### config.mk
export PLATFORM = sky130hd
export DESIGN_NAME = led_status_conditioner
export DESIGN_NICKNAME = d
export VERILOG_FILES = /design/src/rtl/led_status_conditioner.sv
export SDC_FILE = /design/constraint.sdc
export NUM_CORES = 1
export LEC_CHECK = 0
export BUFFER_PORTS_ARGS = -buffer_cell sky130_fd_sc_hd__buf_2
export CORE_MARGIN = 8
export CORE_UTILIZATION = 40
export DETAILED_ROUTE_END_ITERATION = 7
export PLACE_DENSITY_LB_ADDON = 0.3
export SETUP_SLACK_MARGIN = 0.3
export SYNTH_ARGS = -nofsm -noshare
export SYNTH_HDL_FRONTEND = slang
export SYNTH_SLANG_ARGS = --single-unit
### constraint.sdc
create_clock -name clk -period 3.9 [get_ports clk]
set_input_delay 1.17 -clock clk [delete_from_list [all_inputs] [get_ports clk]]
set_output_delay 1.17 -clock clk [all_outputs]
set_load 0.02 [all_outputs]
### src/rtl/led_status_conditioner.sv
//-----------------------------------------------------------------------------
// led_status_conditioner
//
// Conditions the raw status flags that feed the front-panel LED logic.
//   - Every asynchronous input passes through a SYNC_STAGES-deep synchroniser.
//   - Aurora channel-up is debounced on its rising edge by a DOWN/PEND/UP FSM.
//     The falling edge is not debounced, and every UP->DOWN transition counts
//     as a link drop.
//   - Each state-machine idle flag is stretched. A busy (idle=0) holds the
//     output low for HOLD_CYCLES cycles after the busy ends, so short bursts of
//     activity stay visible on the LED.
//
// Ports:
//   clk                         in   block clock
//   rst                         in   asynchronous active-high reset
//   aurora_channel_up_in        in   raw channel-up (async)
//   adc_acq_sm_idle_in          in   raw ADC acquisition SM idle (async)
//   command_sm_idle_in          in   raw command SM idle (async)
//   ddr3_wr_control_sm_idle_in  in   raw DDR3 write-control SM idle (async)
//   link_drop_cnt_clr           in   synchronous clear of link_drop_cnt
//   aurora_channel_up           out  debounced channel-up
//   adc_acq_sm_idle             out  stretched idle
//   command_sm_idle             out  stretched idle
//   ddr3_wr_control_sm_idle     out  stretched idle
//   link_drop_cnt[7:0]          out  saturating count of link drops
//-----------------------------------------------------------------------------
`timescale 1ns/1ps
module led_status_conditioner #(
    parameter int SYNC_STAGES   = 2,
    parameter int GLITCH_CYCLES = 16,
    parameter int HOLD_CYCLES   = 12500000,
    parameter int HOLD_W        = 24
) (
    input  logic       clk,
    input  logic       rst,
    input  logic       aurora_channel_up_in,
    input  logic       adc_acq_sm_idle_in,
    input  logic       command_sm_idle_in,
    input  logic       ddr3_wr_control_sm_idle_in,
    input  logic       link_drop_cnt_clr,
    output logic       aurora_channel_up,
    output logic       adc_acq_sm_idle,
    output logic       command_sm_idle,
    output logic       ddr3_wr_control_sm_idle,
    output logic [7:0] link_drop_cnt
);

    localparam int GW = $clog2(GLITCH_CYCLES + 1);
    localparam logic [GW-1:0]     GLITCH_MAX = GW'(GLITCH_CYCLES);
    localparam logic [HOLD_W-1:0] HOLD_LOAD  = HOLD_W'(HOLD_CYCLES);

    typedef enum logic [1:0] {
        ST_DOWN = 2'd0,
        ST_PEND = 2'd1,
        ST_UP   = 2'd2
    } cu_state_t;

    logic [SYNC_STAGES-1:0] r_cu_sync;
    logic                   w_cu_synced;
    cu_state_t              r_state;
    logic [GW-1:0]          r_glitch_cnt;
    logic                   r_cu_up;
    logic                   w_drop;
    logic [7:0]             r_drop_cnt;
    logic [2:0]             w_idle_raw;

    assign w_idle_raw  = {ddr3_wr_control_sm_idle_in, command_sm_idle_in, adc_acq_sm_idle_in};
    assign w_cu_synced = r_cu_sync[SYNC_STAGES-1];
    // A drop is the UP->DOWN transition happening on this edge.
    assign w_drop      = (r_state == ST_UP) && !w_cu_synced;

    // Channel-up synchroniser; resets to "down".
    always_ff @(posedge clk or posedge rst) begin
        if (rst) begin
            r_cu_sync <= '0;
        end else begin
            r_cu_sync <= {r_cu_sync[SYNC_STAGES-2:0], aurora_channel_up_in};
        end
    end

    // Channel-up debounce FSM. The output is registered alongside the state.
    always_ff @(posedge clk or posedge rst) begin
        if (rst) begin
            r_state      <= ST_DOWN;
            r_glitch_cnt <= '0;
            r_cu_up      <= 1'b0;
        end else begin
            case (r_state)
                ST_DOWN: begin
                    if (w_cu_synced) begin
                        r_state      <= ST_PEND;
                        r_glitch_cnt <= GW'(1);
                    end else begin
                        r_state      <= ST_DOWN;
                        r_glitch_cnt <= '0;
                    end
                    r_cu_up <= 1'b0;
                end
                ST_PEND: begin
                    if (!w_cu_synced) begin
                        r_state      <= ST_DOWN;
                        r_glitch_cnt <= '0;
                        r_cu_up      <= 1'b0;
                    end else if (r_glitch_cnt == GLITCH_MAX) begin
                        r_state      <= ST_UP;
                        r_glitch_cnt <= '0;
                        r_cu_up      <= 1'b1;
                    end else begin
                        r_state      <= ST_PEND;
                        r_glitch_cnt <= r_glitch_cnt + GW'(1);
                        r_cu_up      <= 1'b0;
                    end
                end
                ST_UP: begin
                    // The falling edge is taken immediately, with no debounce.
                    if (!w_cu_synced) begin
                        r_state <= ST_DOWN;
                        r_cu_up <= 1'b0;
                    end else begin
                        r_state <= ST_UP;
                        r_cu_up <= 1'b1;
                    end
                    r_glitch_cnt <= '0;
                end
                default: begin
                    r_state      <= ST_DOWN;
                    r_glitch_cnt <= '0;
                    r_cu_up      <= 1'b0;
                end
            endcase
        end
    end

    // Link-drop counter. A clear wins over the old value, but a drop on the
    // same edge is still counted.
    always_ff @(posedge clk or posedge rst) begin
        if (rst) begin
            r_drop_cnt <= 8'd0;
        end else if (link_drop_cnt_clr) begin
            r_drop_cnt <= w_drop ? 8'd1 : 8'd0;
        end else if (w_drop && (r_drop_cnt != 8'hFF)) begin
            r_drop_cnt <= r_drop_cnt + 8'd1;
        end else begin
            r_drop_cnt <= r_drop_cnt;
        end
    end

    for (genvar g = 0; g < 3; g++) begin : g_stretch
        logic [SYNC_STAGES-1:0] r_sync;
        logic [HOLD_W-1:0]      r_hc;
        logic                   r_idle;

        // Idle synchroniser; resets to "idle".
        always_ff @(posedge clk or posedge rst) begin
            if (rst) begin
                r_sync <= '1;
            end else begin
                r_sync <= {r_sync[SYNC_STAGES-2:0], w_idle_raw[g]};
            end
        end

        // Busy stretcher. Any busy reloads the hold counter, so the stretch
        // restarts from the most recent busy.
        always_ff @(posedge clk or posedge rst) begin
            if (rst) begin
                r_hc   <= '0;
                r_idle <= 1'b1;
            end else if (!r_sync[SYNC_STAGES-1]) begin
                r_hc   <= HOLD_LOAD;
                r_idle <= 1'b0;
            end else if (r_hc != '0) begin
                r_hc   <= r_hc - HOLD_W'(1);
                r_idle <= 1'b0;
            end else begin
                r_hc   <= r_hc;
                r_idle <= 1'b1;
            end
        end
    end

    assign aurora_channel_up       = r_cu_up;
    assign adc_acq_sm_idle         = g_stretch[0].r_idle;
    assign command_sm_idle         = g_stretch[1].r_idle;
    assign ddr3_wr_control_sm_idle = g_stretch[2].r_idle;
    assign link_drop_cnt           = r_drop_cnt;

endmodule

# Word-level counts from Yosys, hierarchy flattened
# Cells that the tools add are included.
# classes
multipliers	0
bitwise	0
div_mod_pow	0
n_eq_ne	7
magnitude_cmp	0
muxes	28
n_reduce_logical	8
n_shift	0
add_sub_neg	5
# ops
operator	count
24-bit two-way mux	6
24-bit nonzero test	3
24-bit by 1-bit subtractor with 24-bit output (second input constant)	3
8-bit two-way mux	2
1-bit two-way mux	12
5-bit two-way mux	2
5-bit case mux with 2 select lines	1
8-bit by 1-bit adder with 8-bit output (second input constant)	1
8-bit != test (second input constant)	1
2-bit two-way mux	3
2-bit by 1-bit != test with 1-bit output (second input constant)	3
2-bit case mux with 3 select lines	1
5-bit by 1-bit adder with 5-bit output (second input constant)	1
5-bit == test (second input constant)	1
2-bit by 1-bit == test with 1-bit output (second input constant)	1
2-bit == test (second input constant)	1
1-bit logical AND	2
2-bit zero test	1
1-bit case mux with 2 select lines	1
2-bit nonzero test	1
1-bit zero test	1
# totals
n_memories	0
mem_bits_ro	0
inputBits	7
mem_bits_rw	0
latch_bits	0
ff_bits	99
output_inout_bits	12

# Longest topological paths before layout
# logic_depth
depth_word	5
mapped_depth	9

# Worst setup path before layout
# Ideal clock, no wire load.
# synth_path
path_type	reg-to-reg
start	register g_stretch[1].r_hc[18]
end	register g_stretch[1].r_hc[18]
stages_incl_launch_ff	7
setup_time_ns	0.125
t_required_ns	3.775
arrival_time_ns	2.214
setup_slack_ns	1.561
path_cell_list	dfrtp_1 or4_4 or4_1 buf_2 o21ai_4 nor4_1 mux2_4
# synth_between
elab_chain_cells	3
word_cells_on_any_way	5
classes_between	1 x add/sub; 1 x eq/ne; 2 x mux; 1 x reduce/logical
# synth_lines
element	line_no	text
start: declaration	150	logic [HOLD_W-1:0] r_hc;
start signal: assignment	172	r_hc <= r_hc - HOLD_W'(1);
start signal: assignment	175	r_hc <= r_hc;
24-bit by 1-bit subtractor with 24-bit output	172	
24-bit two-way mux	171	end else if (r_hc != '0) begin
24-bit two-way mux	168	end else if (!r_sync[SYNC_STAGES-1]) begin
# Several ways; a longest one is shown, not always the timed one. The select of a mux whose other input is x is not followed.
# A chain may end at the register's enable or synchronous reset.

# Worst setup path in the final report
# Ends and elaborated chain as after synthesis.

==> run metrics <==
Worst-Margin Slew 1.00 ns; DRT Pass-1 Iters 4; ant diodes 0; WL met2 4.60 mm; DRC 0; Critical Path RT 4.14 ns; Clock Tree Root clkbuf_16; Metal-1 WL 4.86 mm; final instance area 5760 um^2; IO Port Bufs 18; Num Clock Sinks 99; Initial Utilization 41.0%; Hold Fails Final Rpt 0; synth top area cells dfrtp_1, dfstp_2, xor2_1; period utilization 69.6%; cts hold-fix bufs 0; multi-input logic area 2540 um^2; H-tree depth 3; Final Wtd Congestion 0.786; global-route wire length before repair 17.5 mm; Yosys top cell by area dfrtp_1; Met3 Wirelength 333 um; vias per cell 5.37; GRT overflow 0; Die Area 16,900 um^2; synth cell count leaders dfrtp_1, nand2_1, nor2_1; Yosys reg bits 99; CTS buffer count 9; number of fill cells 1,197; DP Cell Count 697; Period minus WS final 2.72 ns; Core Rows 41; FF/Latch Area 2490 um^2; DR top layer met4; Clock Latency Late Sink 0.35 ns; All-Layer GR Usage 12.8%; Nets 556; total I/O pin count 19; initial antenna violation count 0; Cell Area, Synth 5200 um^2; ANT nets after route 0; HPWL after detailed placement 6.85 mm; Synth Area in Simple Gates 26.7%; final setup vio count 0; WP data arrival 2.95 ns; Cell variety after synth 57; Avg Inst Size Synth 9.93 um^2; worst setup margin 1.18 ns; status finished clean; RSZ-0062 raised after global routing false; Compound-Gate Fraction of Synth Area 9.86%; fin cells 713; Cells after Synth 524; overall power 2.36 mW; dominant synthesized flop cell dfrtp_1; post-cts resize count 0; crit path to g_stretch[1].r_hc[18]; EDFF count, synth 0; most numerous cell in the Yosys netlist dfrtp_1; die height 130 um; Core Area 12,700 um^2; area grow syn2layout 10.7%; VDD IR max 0.000193 V; Die X 130 um; worst slack at placement 1.20 ns; Warnings, synthesis 0; drt total wl 9.99 mm; Fin Setup TNS 0 ns; postcts setup bufs 0; clk_skew 0.0101 ns; Util after Layout 45.4%; worst reg2reg path depth 5; mux share of post-synthesis cell area 2.53%; CTS tree yes; DR WL/cell 14.0 um; sequential share of the synthesized area 47.8%; Reg2Reg Setup Slack 1.18 ns; Reg-to-Reg Start g_stretch[1].r_hc[18]; max_slew headroom 33.0%; Max-Cap Viols 0; largest net degree at the start of global routing 50; vias in the first global route 3,680; placed cell areas 5440 um^2; crit path from g_stretch[1].r_hc[18]; Clock Tree Buf Depth 2; Hold Worst Slack 0.357 ns; worst-path maximum fanout 16; Vias 3,831; share of layout cells above drive strength 1 14.4%; syn_nets 544; static leakage 2.17 nW; Post-Synth XOR/XNOR Area 6.74%; Pwr Density 410 nW/um^2; crit start category flip-flop; worst min path class flip-flop to flip-flop; clk slew on worst S/H paths 0.07 ns; Post-synth ARST share 100%; initial drt markers 249; Synth Area in Adders 3.13%; Slew Limit Fails 0; fmax 0.368 GHz; Reg-to-Reg End g_stretch[1].r_hc[18]; main combinational cell family by area after synthesis simple AND/OR/NAND/NOR gates; CP endpoint kind flip-flop; Synth top area share 43.3%; critical path type flip-flop to flip-flop
-- kinds of logic (layout without fill, tap and decap cells) --
| kind of cell | count (synthesis) | in the layout |
|---|---|---|
| compound gates | 73 | 73 |
| buf+inv | 38 | 55 |
| simple gates | 249 | 249 |
| mux | 12 | 12 |
| fa+ha+maj | 13 | 13 |
| xor+xnor | 40 | 40 |
| flops | 99 | 99 |
-- worst min-delay path by stage --
stage | from | end | slack [ns] | cells past startpoint
after detailed placement | g_stretch[1].r_sync[0] | g_stretch[1].r_sync[1] | 0.35 | 0
after global placement | r_cu_sync[0] | r_cu_sync[1] | 0.33 | 0
after floorplan | r_cu_sync[0] | r_cu_sync[1] | 0.33 | 0
final | g_stretch[1].r_sync[0] | g_stretch[1].r_sync[1] | 0.36 | 0
after global routing | g_stretch[1].r_sync[0] | g_stretch[1].r_sync[1] | 0.36 | 0
after CTS | g_stretch[1].r_sync[0] | g_stretch[1].r_sync[1] | 0.36 | 0
-- where the power goes --
group	internal, mW	switching, mW	leakage, nW
Clock	0.530	0.422	0.158
Combinational	0.110	0.145	0.873
Sequential	1.08	0.0701	1.14
-- per-layer routing --
metal | global-route usage, % | vias up
met3 | 2.73 | 13
met1 | 16.6 | 1871
met2 | 19.9 | 51
met5 | 0 | -
met4 | 6.63 | 0
li1 | - | 1896
-- cells in the final DEF (no fill, tap or decap), types with 9 or more instances in the layout --
cell type | Yosys | layout
clkbuf_16 | 0 | 9
nor3_1 | 17 | 17
o21ai_0 | 21 | 21
or3_1 | 14 | 14
nand4_1 | 9 | 9
buf_2 | 2 | 18
nor2_1 | 37 | 37
nand2_1 | 42 | 42
dfstp_2 | 9 | 9
xnor2_1 | 17 | 17
inv_1 | 16 | 15
nor4_1 | 25 | 25
and2_1 | 16 | 16
nand2b_1 | 17 | 17
xor2_1 | 23 | 23
dfrtp_1 | 90 | 90
ha_1 | 13 | 13
nand3_1 | 20 | 20
or4_1 | 12 | 12
-- critical path, cell delays in order, from the launching register on --
cell and delay (ns):
dfrtp_1 0.41, or4_4 0.57, or4_1 0.87, o21ai_4 0.36, nor4_1 0.11, mux2_4 0.30
-- cell type report --
type,count,share of cell area [%]
clock buffer,10,4.15
clock inverter,6,1.37
inverter,16,1.11
multi-input combinational,387,44.2
timing repair buffer,23,2.22
sequential,99,43.2
tap,172,3.74
-- flip-flops by register name (all words and copies together), names as in the netlist --
signal                   flops
aurora_channel_up            1
r_cu_sync                    2
r_glitch_cnt                 5
g_stretch.r_hc              72
adc_acq_sm_idle              1
command_sm_idle              1
g_stretch.r_sync             6
ddr3_wr_control_sm_idle      1
link_drop_cnt                8
r_state                      2
Note: power is estimated with default switching activity, not from simulation.
